==> src/rtl/bowling_throw_sequencer_pkg.sv <==
// rtl/bowling_throw_sequencer_pkg.sv - shared constants and FSM state type for the throw sequencer
//
// Purpose: game constants and the sequencer state enumeration used by the
// sequencer top and its testbench.
package bowling_throw_sequencer_pkg;

    localparam int PINS_PER_FRAME = 10;
    localparam int LAST_FRAME     = 10;
    localparam int MAX_THROW      = 3;

    typedef enum logic [2:0] {
        IDLE  = 3'd0,
        CHECK = 3'd1,
        PULSE = 3'd2,
        HOLD  = 3'd3,
        DONE  = 3'd4
    } state_t;

endpackage

==> src/rtl/bowling_throw_sequencer_if.sv <==
// rtl/bowling_throw_sequencer_if.sv - update link between throw sequencer and score keeper
//
// Purpose: carries the (N, UPD) update stream towards the score keeper and the
// game-finished flag back from it.
//   N       : pin count of the current throw (sequencer -> keeper)
//   UPD     : one-cycle update strobe (sequencer -> keeper)
//   done_in : game finished (keeper -> sequencer)
interface bowling_throw_sequencer_if;

    logic [3:0] N;
    logic       UPD;
    logic       done_in;

    modport master (
        output N,
        output UPD,
        input  done_in
    );

    modport slave (
        input  N,
        input  UPD,
        output done_in
    );

endinterface

==> src/rtl/bowling_throw_sequencer_button_debouncer.sv <==
// rtl/bowling_throw_sequencer_button_debouncer.sv - throw button synchroniser, debouncer and press detector
//
// Purpose: conditions the raw asynchronous throw button.
//   clock     : system clock
//   reset     : synchronous active-high reset
//   btn_raw   : raw bouncy button
//   press_evt : one-cycle pulse on the accepted 0->1 transition
module button_debouncer #(
    parameter int DEBOUNCE_CYCLES = 16
) (
    input  logic clock,
    input  logic reset,
    input  logic btn_raw,
    output logic press_evt
);

    localparam int CW = $clog2(DEBOUNCE_CYCLES + 1);
    localparam logic [CW-1:0] CNT_LAST = CW'(DEBOUNCE_CYCLES - 1);

    logic [1:0]    sync_ff;
    logic [CW-1:0] cnt;
    logic          level;

    // cnt counts consecutive synchronised samples that disagree with the
    // accepted level; any agreeing sample restarts the run.
    always_ff @(posedge clock) begin
        if (reset) begin
            sync_ff   <= 2'b00;
            cnt       <= '0;
            level     <= 1'b0;
            press_evt <= 1'b0;
        end else begin
            sync_ff   <= {sync_ff[0], btn_raw};
            press_evt <= 1'b0;
            if (sync_ff[1] == level) begin
                cnt <= '0;
            end else if (cnt == CNT_LAST) begin
                level     <= sync_ff[1];
                cnt       <= '0;
                press_evt <= sync_ff[1];
            end else begin
                cnt <= cnt + 1'b1;
            end
        end
    end

endmodule

==> src/rtl/bowling_throw_sequencer.sv <==
// rtl/bowling_throw_sequencer.sv - validates throws and emits the (N, UPD) stream for the score keeper
//
// Purpose: turns debounced throw presses into validated pin-count updates,
// tracking frame, throw and pins standing including tenth-frame bonus throws.
//   clock, reset  : clock and synchronous active-high reset
//   sw_pins       : pins knocked down for the next throw
//   throw_btn     : raw throw button
//   score         : N/UPD out, done_in in (score keeper link)
//   reject        : one-cycle pulse on an invalid throw
//   frame         : current frame 1..10
//   throw_num     : throw within frame 1..3
//   pins_standing : pins standing before the next throw
//   busy          : high from CHECK through HOLD
//   game_over     : sticky, high in DONE
module bowling_throw_sequencer
    import bowling_throw_sequencer_pkg::*;
#(
    parameter int DEBOUNCE_CYCLES = 16,
    parameter int HOLD_CYCLES     = 4
) (
    input  logic                            clock,
    input  logic                            reset,
    input  logic [3:0]                      sw_pins,
    input  logic                            throw_btn,
    bowling_throw_sequencer_if.master       score,
    output logic                            reject,
    output logic [3:0]                      frame,
    output logic [1:0]                      throw_num,
    output logic [3:0]                      pins_standing,
    output logic                            busy,
    output logic                            game_over
);

    localparam logic [3:0] PINS4   = 4'(PINS_PER_FRAME);
    localparam logic [3:0] LAST4   = 4'(LAST_FRAME);
    localparam logic [1:0] THROW3  = 2'(MAX_THROW);
    localparam int         HW      = $clog2(HOLD_CYCLES + 1);
    localparam logic [HW-1:0] HOLD_LAST = HW'(HOLD_CYCLES - 1);

    state_t        state;
    logic          press_evt;
    logic [3:0]    n_reg;
    logic [3:0]    n_q;
    logic          upd_q;
    logic [HW-1:0] hold_cnt;
    logic          strike10;
    logic          done_pend;

    logic [3:0]    nxt_frame;
    logic [1:0]    nxt_throw;
    logic [3:0]    nxt_pins;
    logic          nxt_strike10;
    logic          nxt_over;

    assign score.N   = n_q;
    assign score.UPD = upd_q;

    button_debouncer #(
        .DEBOUNCE_CYCLES (DEBOUNCE_CYCLES)
    ) u_debouncer (
        .clock     (clock),
        .reset     (reset),
        .btn_raw   (throw_btn),
        .press_evt (press_evt)
    );

    // Bookkeeping outcome of the throw held in n_reg. n_reg has already been
    // validated against pins_standing, so the subtractions cannot underflow.
    // When the game ends, frame/throw/pins are left as they were.
    always_comb begin
        nxt_frame    = frame;
        nxt_throw    = throw_num;
        nxt_pins     = pins_standing;
        nxt_strike10 = strike10;
        nxt_over     = 1'b0;
        if (frame != LAST4) begin
            if (throw_num == 2'd1 && n_reg == PINS4) begin
                nxt_frame = frame + 4'd1;
                nxt_pins  = PINS4;
            end else if (throw_num == 2'd1) begin
                nxt_pins  = pins_standing - n_reg;
                nxt_throw = 2'd2;
            end else begin
                nxt_frame = frame + 4'd1;
                nxt_throw = 2'd1;
                nxt_pins  = PINS4;
            end
        end else begin
            case (throw_num)
                2'd1: begin
                    nxt_throw = 2'd2;
                    if (n_reg == PINS4) begin
                        nxt_pins     = PINS4;
                        nxt_strike10 = 1'b1;
                    end else begin
                        nxt_pins = pins_standing - n_reg;
                    end
                end
                2'd2: begin
                    if (strike10) begin
                        // Fresh rack after the strike; a second strike racks again.
                        nxt_pins  = (n_reg == PINS4) ? PINS4 : PINS4 - n_reg;
                        nxt_throw = THROW3;
                    end else if (pins_standing == n_reg) begin
                        nxt_pins  = PINS4;
                        nxt_throw = THROW3;
                    end else begin
                        nxt_over = 1'b1;
                    end
                end
                default: nxt_over = 1'b1;
            endcase
        end
    end

    always_ff @(posedge clock) begin
        if (reset) begin
            state         <= IDLE;
            n_reg         <= 4'd0;
            n_q           <= 4'd0;
            upd_q         <= 1'b0;
            reject        <= 1'b0;
            frame         <= 4'd1;
            throw_num     <= 2'd1;
            pins_standing <= PINS4;
            busy          <= 1'b0;
            game_over     <= 1'b0;
            hold_cnt      <= '0;
            strike10      <= 1'b0;
            done_pend     <= 1'b0;
        end else begin
            upd_q  <= 1'b0;
            reject <= 1'b0;
            // A done flag seen while busy is remembered for the next IDLE cycle.
            if (score.done_in) begin
                done_pend <= 1'b1;
            end
            case (state)
                IDLE: begin
                    if (score.done_in || done_pend) begin
                        state     <= DONE;
                        game_over <= 1'b1;
                    end else if (press_evt) begin
                        n_reg <= sw_pins;
                        state <= CHECK;
                        busy  <= 1'b1;
                    end
                end
                CHECK: begin
                    if (n_reg > pins_standing) begin
                        reject <= 1'b1;
                        busy   <= 1'b0;
                        state  <= IDLE;
                    end else begin
                        upd_q <= 1'b1;
                        n_q   <= n_reg;
                        state <= PULSE;
                    end
                end
                PULSE: begin
                    hold_cnt <= '0;
                    state    <= HOLD;
                end
                HOLD: begin
                    if (hold_cnt == HOLD_LAST) begin
                        frame         <= nxt_frame;
                        throw_num     <= nxt_throw;
                        pins_standing <= nxt_pins;
                        strike10      <= nxt_strike10;
                        busy          <= 1'b0;
                        if (nxt_over) begin
                            state     <= DONE;
                            game_over <= 1'b1;
                        end else begin
                            state <= IDLE;
                        end
                    end else begin
                        hold_cnt <= hold_cnt + 1'b1;
                    end
                end
                DONE: begin
                    state <= DONE;
                end
                default: state <= IDLE;
            endcase
        end
    end

endmodule

==> src/flat_wrapper.sv <==
// flat-port wrapper written by rule: the top's interface ports become plain ports
module bowling_throw_sequencer_flat import bowling_throw_sequencer_pkg::*;
#(
    parameter int DEBOUNCE_CYCLES = 16,
    parameter int HOLD_CYCLES     = 4
)
  (clock, reset, sw_pins, throw_btn, reject, frame, throw_num, pins_standing, busy, game_over, score_N, score_UPD, score_done_in);
  bowling_throw_sequencer_if score_i ();
  input  logic clock;
  input  logic reset;
  input  logic [3:0] sw_pins;
  input  logic throw_btn;
  output logic reject;
  output logic [3:0] frame;
  output logic [1:0] throw_num;
  output logic [3:0] pins_standing;
  output logic busy;
  output logic game_over;
  output wire logic [$bits(score_i.N)-1:0] score_N;
  output wire logic [$bits(score_i.UPD)-1:0] score_UPD;
  input wire logic [$bits(score_i.done_in)-1:0] score_done_in;
  assign score_N = score_i.N;
  assign score_UPD = score_i.UPD;
  assign score_i.done_in = score_done_in;
  bowling_throw_sequencer #(.DEBOUNCE_CYCLES(DEBOUNCE_CYCLES), .HOLD_CYCLES(HOLD_CYCLES)) u_core (.clock(clock), .reset(reset), .sw_pins(sw_pins), .throw_btn(throw_btn), .score(score_i), .reject(reject), .frame(frame), .throw_num(throw_num), .pins_standing(pins_standing), .busy(busy), .game_over(game_over));
endmodule
==> config.mk <==
export PLATFORM = sky130hd
export DESIGN_NAME = bowling_throw_sequencer_flat
export DESIGN_NICKNAME = d
export VERILOG_FILES = /design/src/rtl/bowling_throw_sequencer_pkg.sv /design/src/rtl/bowling_throw_sequencer_if.sv /design/src/rtl/bowling_throw_sequencer_button_debouncer.sv /design/src/rtl/bowling_throw_sequencer.sv /design/src/flat_wrapper.sv
export SDC_FILE = /design/constraint.sdc
export NUM_CORES = 1
export LEC_CHECK = 0
export CAP_MARGIN = 20
export CELL_PAD_IN_SITES_DETAIL_PLACEMENT = 1
export CELL_PAD_IN_SITES_GLOBAL_PLACEMENT = 2
export CORE_MARGIN = 5
export CORE_UTILIZATION = 33
export DETAILED_ROUTE_END_ITERATION = 16
export GPL_ROUTABILITY_DRIVEN = 0
export PLACE_DENSITY_LB_ADDON = 0.05
export SLEW_MARGIN = 40
export SYNTH_ARGS = -nofsm -noshare
export SYNTH_HDL_FRONTEND = slang
export SYNTH_SLANG_ARGS = --single-unit
==> constraint.sdc <==
create_clock -name clock -period 2.1 [get_ports clock]
set_input_delay 0.63 -clock clock [delete_from_list [all_inputs] [get_ports clock]]
set_output_delay 0.63 -clock clock [all_outputs]
set_load 0.005 [all_outputs]
==> results.py, run 1 <==
metrics = {
    "pwr": {
        "total_power_consumption_of_the_routed_design_w": 0.00130,
        "clkPwrFrac_pct": 38.3,
        "p_per_area_nw_per_um2": 544,
        "vdd_ir_drop_max_mv": 0.288,
        "p_comb_share_pct": 3.8,
        "power.leakage_nw": 1.01,
        "total_switching_power_w": 0.000295,
        "sw_frac_of_total_pct": 22.7,
        "power_frac_seq_pct": 57.9,
        "internal_power_w": 0.00101,
    },
    "yosys": {
        "ys_dominant_reg_cell": "dfxtp_1",
        "synth.avg_cell_area_um2": 9.31,
        "synth_fp_nets": 231,
        "portion_of_synthesized_cell_area_occupied_by_the_leading_cell_type_pct": 40.3,
        "netlist_area_um2": 1940,
        "synth_common_cells": "dfxtp_1 (39), nor2_1 (32), inv_1 (18), ha_1 (14), mux2i_1 (12)",
        "synth_area_leaders": "dfxtp_1 (40%), ha_1 (9.0%), mux2i_1 (6.2%), nor2_1 (6.2%), inv_1 (3.5%)",
        "synth-seq-cells": 39,
        "synth_enable_flop_cells": 0,
        "synth_cell_types": 44,
        "synthDominantAreaCellType": "dfxtp_1",
        "synth-seq-area-share_pct": 40.3,
        "synth_compound_area_share_pct": 12.6,
        "synth-xor-area-share_pct": 4.52,
        "asyncSetResetFlopFracSynth_pct": 0,
        "synth_simple_gate_area_share_pct": 20.2,
        "synth_top_family_by_area": "simple AND/OR/NAND/NOR gates",
        "synth-adder-area-share_pct": 10.1,
        "synth.mux.area_fraction_pct": 6.98,
        "synth_warnings": 0,
        "syn-instance-count": 208,
        "synthMostInstantiatedCell": "dfxtp_1",
    },
    "min_path": {
        "worst_hold_startpoint": "u_core.u_debouncer.sync_ff[0]",
        "holdPathEnd": "u_core.u_debouncer.sync_ff[1]",
        "worst_hold_path_type": "flop to flop",
        "worst_hold_path.num_cells": 1,
    },
    "setup_path": {
        "critPathCaptureType": "flop",
        "worstRegToRegCells": 8,
        "worstReg2RegStart": "u_core.pins_standing[0]",
        "timing.reg2reg.setup_slack_ps": 150,
        "criticalPathCategory": "flop to flop",
        "crit_path_start_kind": "flop",
        "cp_data_arrival_time_ps": 2130,
        "worstReg2RegEnd": "u_core.score.N[3]",
        "worstPathMaxFanout": 6,
        "worstPathRequired_ps": 2280,
    },
    "routing": {
        "num_vias": 1565,
        "vias_per_cell": 4.98,
        "drt-total-wl_um": 4430,
        "route.antenna.remaining_nets": 0,
        "avgRoutedWirePerCell_um": 14.1,
        "detailedRoute.firstIterationViolations": 43,
        "number_of_remaining_drc_errors": 0,
        "drtPass1Iterations": 4,
    },
    "floorplanning": {
        "chipWidth_um": 86.6,
        "rows": 27,
        "floorplan.initialDensity_pct": 34.5,
        "core_area_um2": 5610,
        "dieHeight_um": 86.6,
        "io_pins": 26,
        "design.die.area_um2": 7500,
    },
    "finish": {
        "final_layout_size_suffix_gt1_share_pct": 9.92,
        "area_growth_pct": 23.7,
        "num_antenna_cells": 0,
        "largest_register_ffs": 5,
        "finalNetCount": 264,
        "max_flop_register": "u_core.u_debouncer.cnt",
        "layout_filler_cell_count": 681,
        "utilization_pct": 42.7,
    },
    "clocking": {
        "worst_setup_hold_path_clk_slew_ps": 80,
        "postCtsResizedCells": 0,
        "post_cts_setup_repair_buffer_count": 0,
        "cts.htree.levels": 2,
        "tritoncts.num_buffers": 5,
        "cts-hold-fix-buffers": 0,
        "clock_latency_at_the_later_pin_of_the_worst_skew_pair_ps": 290,
        "clock_tree.buffer_depth": 2,
        "cts.sink_count": 39,
        "tritoncts": "built",
        "root_buffer": "clkbuf_8",
    },
    "flow_run": {
        "maximum_capacitance_violations": 0,
    },
    "global_routing": {
        "overflow": 0,
        "grt_pass1_vias": 1641,
        "grt_max_degree": 18,
        "wire_length_of_the_first_global_routing_pass_um": 7540,
        "globalRouteTotalUtil_pct": 12.6,
        "antenna_found_initial": 0,
    },
    "placement": {
        "dp.final_hpwl_um": 3460,
        "detailedPlace.worstSlack_ps": 55.7,
        "port-buffer-count": 25,
    },
    "timing": {
        "report.final.setup_viol": 0,
        "final-hold-violation-count": 0,
        "fin_ws_ps": 149,
        "fin_worst_hold_slack_ps": 460,
        "setup_tns_ps": 0,
        "max_clock_freq_mhz": 512,
        "fin_worst_skew_ps": 3.14,
        "worst_slew_pin_slew_ps": 334,
        "rsz_0062_raised_after_global_routing": "no",
        "final.period_utilization_pct": 92.9,
        "slew_viol_final": 0,
        "final_period_minus_worst_setup_slack_ps": 1950,
        "slew_headroom_pct": 77.7,
    },
    "run_status": {
        "outcome": "finished, final reports clean",
    },
}
[cell families after synthesis]
group | after synthesis
buffers and inverters | 25
xor gates and xnor gates | 10
and+or+nand+nor | 72
DFF | 39
AOI/OAI and AO/OA | 34
adders and majority gates | 15
muxes | 13
[critical path: stages, from the launching register on]
cell and delay [ps]:
dfxtp_1 360, inv_1 50, ha_1 220, fa_1 400, nor2b_1 130, o21ai_1 130, a21oi_4 270, mux2i_1 220
nor2_1 60
[layout by cell type, fill, tap and decap left out, types with 3 or more instances in the layout]
cell             count
a211oi_1             3
a21oi_1              9
a31oi_1              4
buf_4                8
clkbuf_8             5
clkdlybuf4s50_1     25
dfxtp_1             39
ha_1                14
inv_1               18
mux2i_1             12
nand2_1              5
nand2b_1             3
nand3_1              7
nor2_1              32
nor2b_1              4
nor3_1               6
o22ai_1              4
xnor2_1              5
xor2_1               5
[power by group through the flow]
stage	Sequential, W	Combinational, W	Clock (W)
3_3_place_gp	0.000771	0.0000494	0
6_report	0.000754	0.0000499	0.000498
5_1_grt	0.000755	0.0000555	0.000550
2_1_floorplan	0.000769	0.0000243	0
3_5_place_dp	0.000771	0.0000509	0
4_1_cts	0.000754	0.0000510	0.000527
[metrics by stage]
| stage | instances | cell area, µm² |
|---|---|---|
| detailed placement | 306 | 2300 |
| finish | 314 | 2390 |
| CTS | 314 | 2390 |
| floorplan | 208 | 1940 |
| global placement | 306 | 2300 |
| global route | 314 | 2390 |
[per-layer routing]
metal	up-vias	global-route usage, %	share of wire (%)
met5	-	0	0
met4	0	3.40	0.81
met3	5	3.23	3.8
met2	24	21.2	47
met1	753	15.8	48
li1	783	-	-
[area by class of cell]
cell class / instances / area (µm²) / share of cell area [%]
clock buffers: 6 / 72.6 / 3.03
clock inverters: 2 / 12.5 / 0.523
inverters: 18 / 67.6 / 2.82
multi-input cells: 144 / 1060 / 44.3
flip-flops and latches: 39 / 781 / 32.6
well taps: 72 / 90.1 / 3.76
repair buffers: 33 / 310 / 13.0
[how the worst max path moves through the flow]
stage / from / end / slack, ps / cells past startpoint
2_1_floorplan: u_core.pins_standing[0] / u_core.score.N[3] / 250 / 8
3_3_place_gp: u_core.pins_standing[0] / u_core.score.N[1] / 110 / 8
3_5_place_dp: u_core.pins_standing[0] / u_core.score.N[1] / 60 / 8
4_1_cts: u_core.pins_standing[0] / u_core.score.N[1] / 40 / 8
5_1_grt: u_core.pins_standing[0] / u_core.score.N[1] / 20 / 8
6_report: u_core.pins_standing[0] / u_core.score.N[3] / 150 / 8
Power figures use the tool's default switching activity.
==> inputs of run 2 (changes only) <==
SYNTH_HIERARCHICAL = 1   (was unset)
==> results.py, run 2 <==
metrics = {
    "global_routing": {
        "grt_max_degree": 18,
        "grt_pass1_vias": 1593,
        "antenna_found_initial": 0,
        "globalRouteTotalUtil_pct": 14.1,
        "wire_length_of_the_first_global_routing_pass_um": 8110,
        "overflow": 0,
    },
    "routing": {
        "avgRoutedWirePerCell_um": 15.0,
        "drtPass1Iterations": 4,
        "drt-total-wl_um": 4790,
        "vias_per_cell": 4.84,
        "detailedRoute.firstIterationViolations": 55,
        "num_vias": 1539,
        "route.antenna.remaining_nets": 0,
        "number_of_remaining_drc_errors": 0,
    },
    "clocking": {
        "tritoncts.num_buffers": 5,
        "root_buffer": "clkbuf_8",
        "clock_latency_at_the_later_pin_of_the_worst_skew_pair_ps": 300,
        "cts.htree.levels": 2,
        "cts-hold-fix-buffers": 0,
        "worst_setup_hold_path_clk_slew_ps": 80,
        "tritoncts": "built",
        "clock_tree.buffer_depth": 2,
        "cts.sink_count": 39,
    },
    "floorplanning": {
        "design.die.area_um2": 7440,
        "core_area_um2": 5570,
        "dieHeight_um": 86.2,
        "rows": 27,
        "io_pins": 26,
        "chipWidth_um": 86.2,
        "floorplan.initialDensity_pct": 34.4,
    },
    "yosys": {
        "ys_dominant_reg_cell": "dfxtp_1",
        "synth_common_cells": "dfxtp_1 (39), nor2_1 (35), ha_1 (12), inv_1 (11)",
        "synth.avg_cell_area_um2": 9.40,
        "synth-seq-cells": 39,
        "synth-seq-area-share_pct": 40.7,
        "synth_fp_nets": 225,
        "synth_warnings": 6,
        "synth_area_leaders": "dfxtp_1 (41%), ha_1 (7.8%), nor2_1 (6.8%), mux2i_1 (4.7%), xor2_1 (2.7%)",
        "asyncSetResetFlopFracSynth_pct": 0,
        "synth_cell_types": 45,
        "syn-instance-count": 204,
        "netlist_area_um2": 1920,
        "synthMostInstantiatedCell": "dfxtp_1",
        "portion_of_synthesized_cell_area_occupied_by_the_leading_cell_type_pct": 40.7,
        "synthDominantAreaCellType": "dfxtp_1",
        "synth_enable_flop_cells": 0,
    },
    "timing": {
        "fin_worst_skew_ps": 6.83,
        "slew_viol_final": 0,
        "rsz_0062_raised_after_global_routing": "no",
        "final_period_minus_worst_setup_slack_ps": 1980,
        "max_clock_freq_mhz": 506,
        "final.period_utilization_pct": 94.2,
        "slew_headroom_pct": 73.6,
        "report.final.setup_viol": 0,
        "worst_slew_pin_slew_ps": 386,
        "final-hold-violation-count": 0,
    },
    "placement": {
        "port-buffer-count": 25,
        "dp.final_hpwl_um": 3750,
        "place_area_um2": 2340,
        "placedCellCount": 309,
    },
    "setup_path": {
        "worstPathRequired_ps": 2290,
        "worstRegToRegCells": 9,
        "worstPathMaxFanout": 6,
        "worstReg2RegStart": "u_core/pins_standing[0]",
        "criticalPathCategory": "flop to flop",
        "cpMaxStageDelayCell": "fa_1",
        "worstReg2RegEnd": "u_core/score.N[2]",
        "worst_setup_path_startpoint": "u_core/pins_standing[0]",
        "critPathMaxStageDelay_ps": 420,
        "crit_path_start_kind": "flop",
        "cp_data_arrival_time_ps": 2160,
        "critPathCaptureType": "flop",
        "timing.reg2reg.setup_slack_ps": 120,
        "cell_breakdown_of_the_critical_path": "inv_1 -> ha_1 -> fa_1 -> nor2b_2 -> o21ai_2 -> a211oi_4 -> buf_6 -> mux2i_1 -> nor2_1",
    },
    "finish": {
        "final_common_cell": "dfxtp_1",
        "largest_register_ffs": 5,
        "max_flop_register": "u_core/u_debouncer/cnt",
        "commonest_cells_after_routing_fill_and_taps_aside": "dfxtp_1 (39), nor2_1 (35), clkdlybuf4s50_1 (25), buf_4 (13), ha_1 (12)",
        "area_growth_pct": 29.0,
        "finalNetCount": 266,
        "cell_area_after_layout_um2": 2470,
        "num_antenna_cells": 0,
        "final_layout_size_suffix_gt1_share_pct": 15.9,
        "post_layout_nonfiller_instances": 318,
    },
    "min_path": {
        "worst_hold_path_type": "flop to flop",
        "holdPathEnd": "u_core/u_debouncer/cnt[0]",
        "worst_hold_startpoint": "u_core/u_debouncer/cnt[0]",
        "worst_hold_path.num_cells": 1,
    },
    "flow_run": {
        "maximum_capacitance_violations": 0,
    },
    "run_status": {
        "outcome": "finished, final reports clean",
    },
    "pwr": {
        "p_per_area_nw_per_um2": 591,
        "power.leakage_nw": 1.01,
        "total_power_consumption_of_the_routed_design_w": 0.00146,
        "vdd_ir_drop_max_mv": 0.248,
    },
}
run 2: cell types whose count changed after synthesis, sizes merged, moves of 3 or more:
| cell | delta |
|---|---|
| nor4 | +4 |
| o22ai | -4 |
| nand3 | -3 |
| mux2i | -3 |
| o21ai | +3 |
| inv | -5 |
| nor2 | +3 |
run 2: cell families (layout without fill, tap and decap cells):
kind of cell | after synthesis | after routing | share of synthesized area, %
AND/OR/NAND/NOR | 79 | 79 | 22.7
flip-flops | 39 | 39 | 40.7
AO/OA/AOI/OAI | 35 | 35 | 14.1
buffers and inverters | 19 | 61 | 4.37
adder cells (fa/ha/maj) | 13 | 13 | 8.87
XOR/XNOR | 10 | 10 | 4.57
multiplexers | 9 | 9 | 4.70
run 2: worst max-delay path, delay by kind of cell, from the launching register on:
kind,cells,cell delay (ps)
AOI/OAI and AO/OA,2,300
adders and majority gates,2,630
buffers and inverters,2,200
DFF,1,330
muxes,1,190
and+or+nand+nor,2,210
run 2: repair_timing:
| action | 4_1_cts | 5_1_grt |
|---|---|---|
| gates resized for setup | 0 | 3 |
| pin swaps | 1 | 0 |
| endpoints found under the setup margin | 4 | 4 |
| setup buffers | 1 | 0 |
run 2: routing by layer:
layer	track usage, %	vias to the layer above	share of wire, %
met5	0	-	0
met3	4.18	7	4.3
met4	4.25	0	1.4
met1	18.5	722	50
li1	-	787	-
met2	22.2	23	44
run 2: power breakdown:
part / internal [W] / leakage, nW / switching, W
Clock: 0.000360 / 0.0587 / 0.000290
Sequential: 0.000746 / 0.316 / 0.00000689
Combinational: 0.0000344 / 0.637 / 0.0000254
run 2: stage by stage:
step / utilization, % / worst slack [ps] / setup TNS [ps] / hold WS [ps]
global route: 44.4 / 27.2 / 0 / 473
floorplan: - / 99.2 / 0 / 414
CTS: 44.2 / 68.4 / 0 / 449
global placement: 42.0 / 50.1 / 0 / 425
detailed placement: 42.0 / -9.95 / -9.95 / 436
finish: 44.4 / 123 / 0 / 446
run 2: worst max-delay path by stage:
| stage | to | depth (start not counted) |
|---|---|---|
| final | u_core/score.N[2] | 9 |
| after global routing | u_core/score.N[2] | 9 |
| after CTS | u_core/score.N[2] | 9 |
| after detailed placement | u_core/score.N[2] | 8 |
| after global placement | u_core/score.N[0] | 8 |
| after floorplan | u_core/score.N[3] | 8 |
run 2: layout make-up:
type                       instances  area, µm²
clock inverter                     3       47.5
fill                             649       3100
multi-input combinational        146       1060
inverter                          13       48.8
timing repair buffer              40        379
sequential                        39        781
clock buffer                       5       68.8
tap                               72       90.1
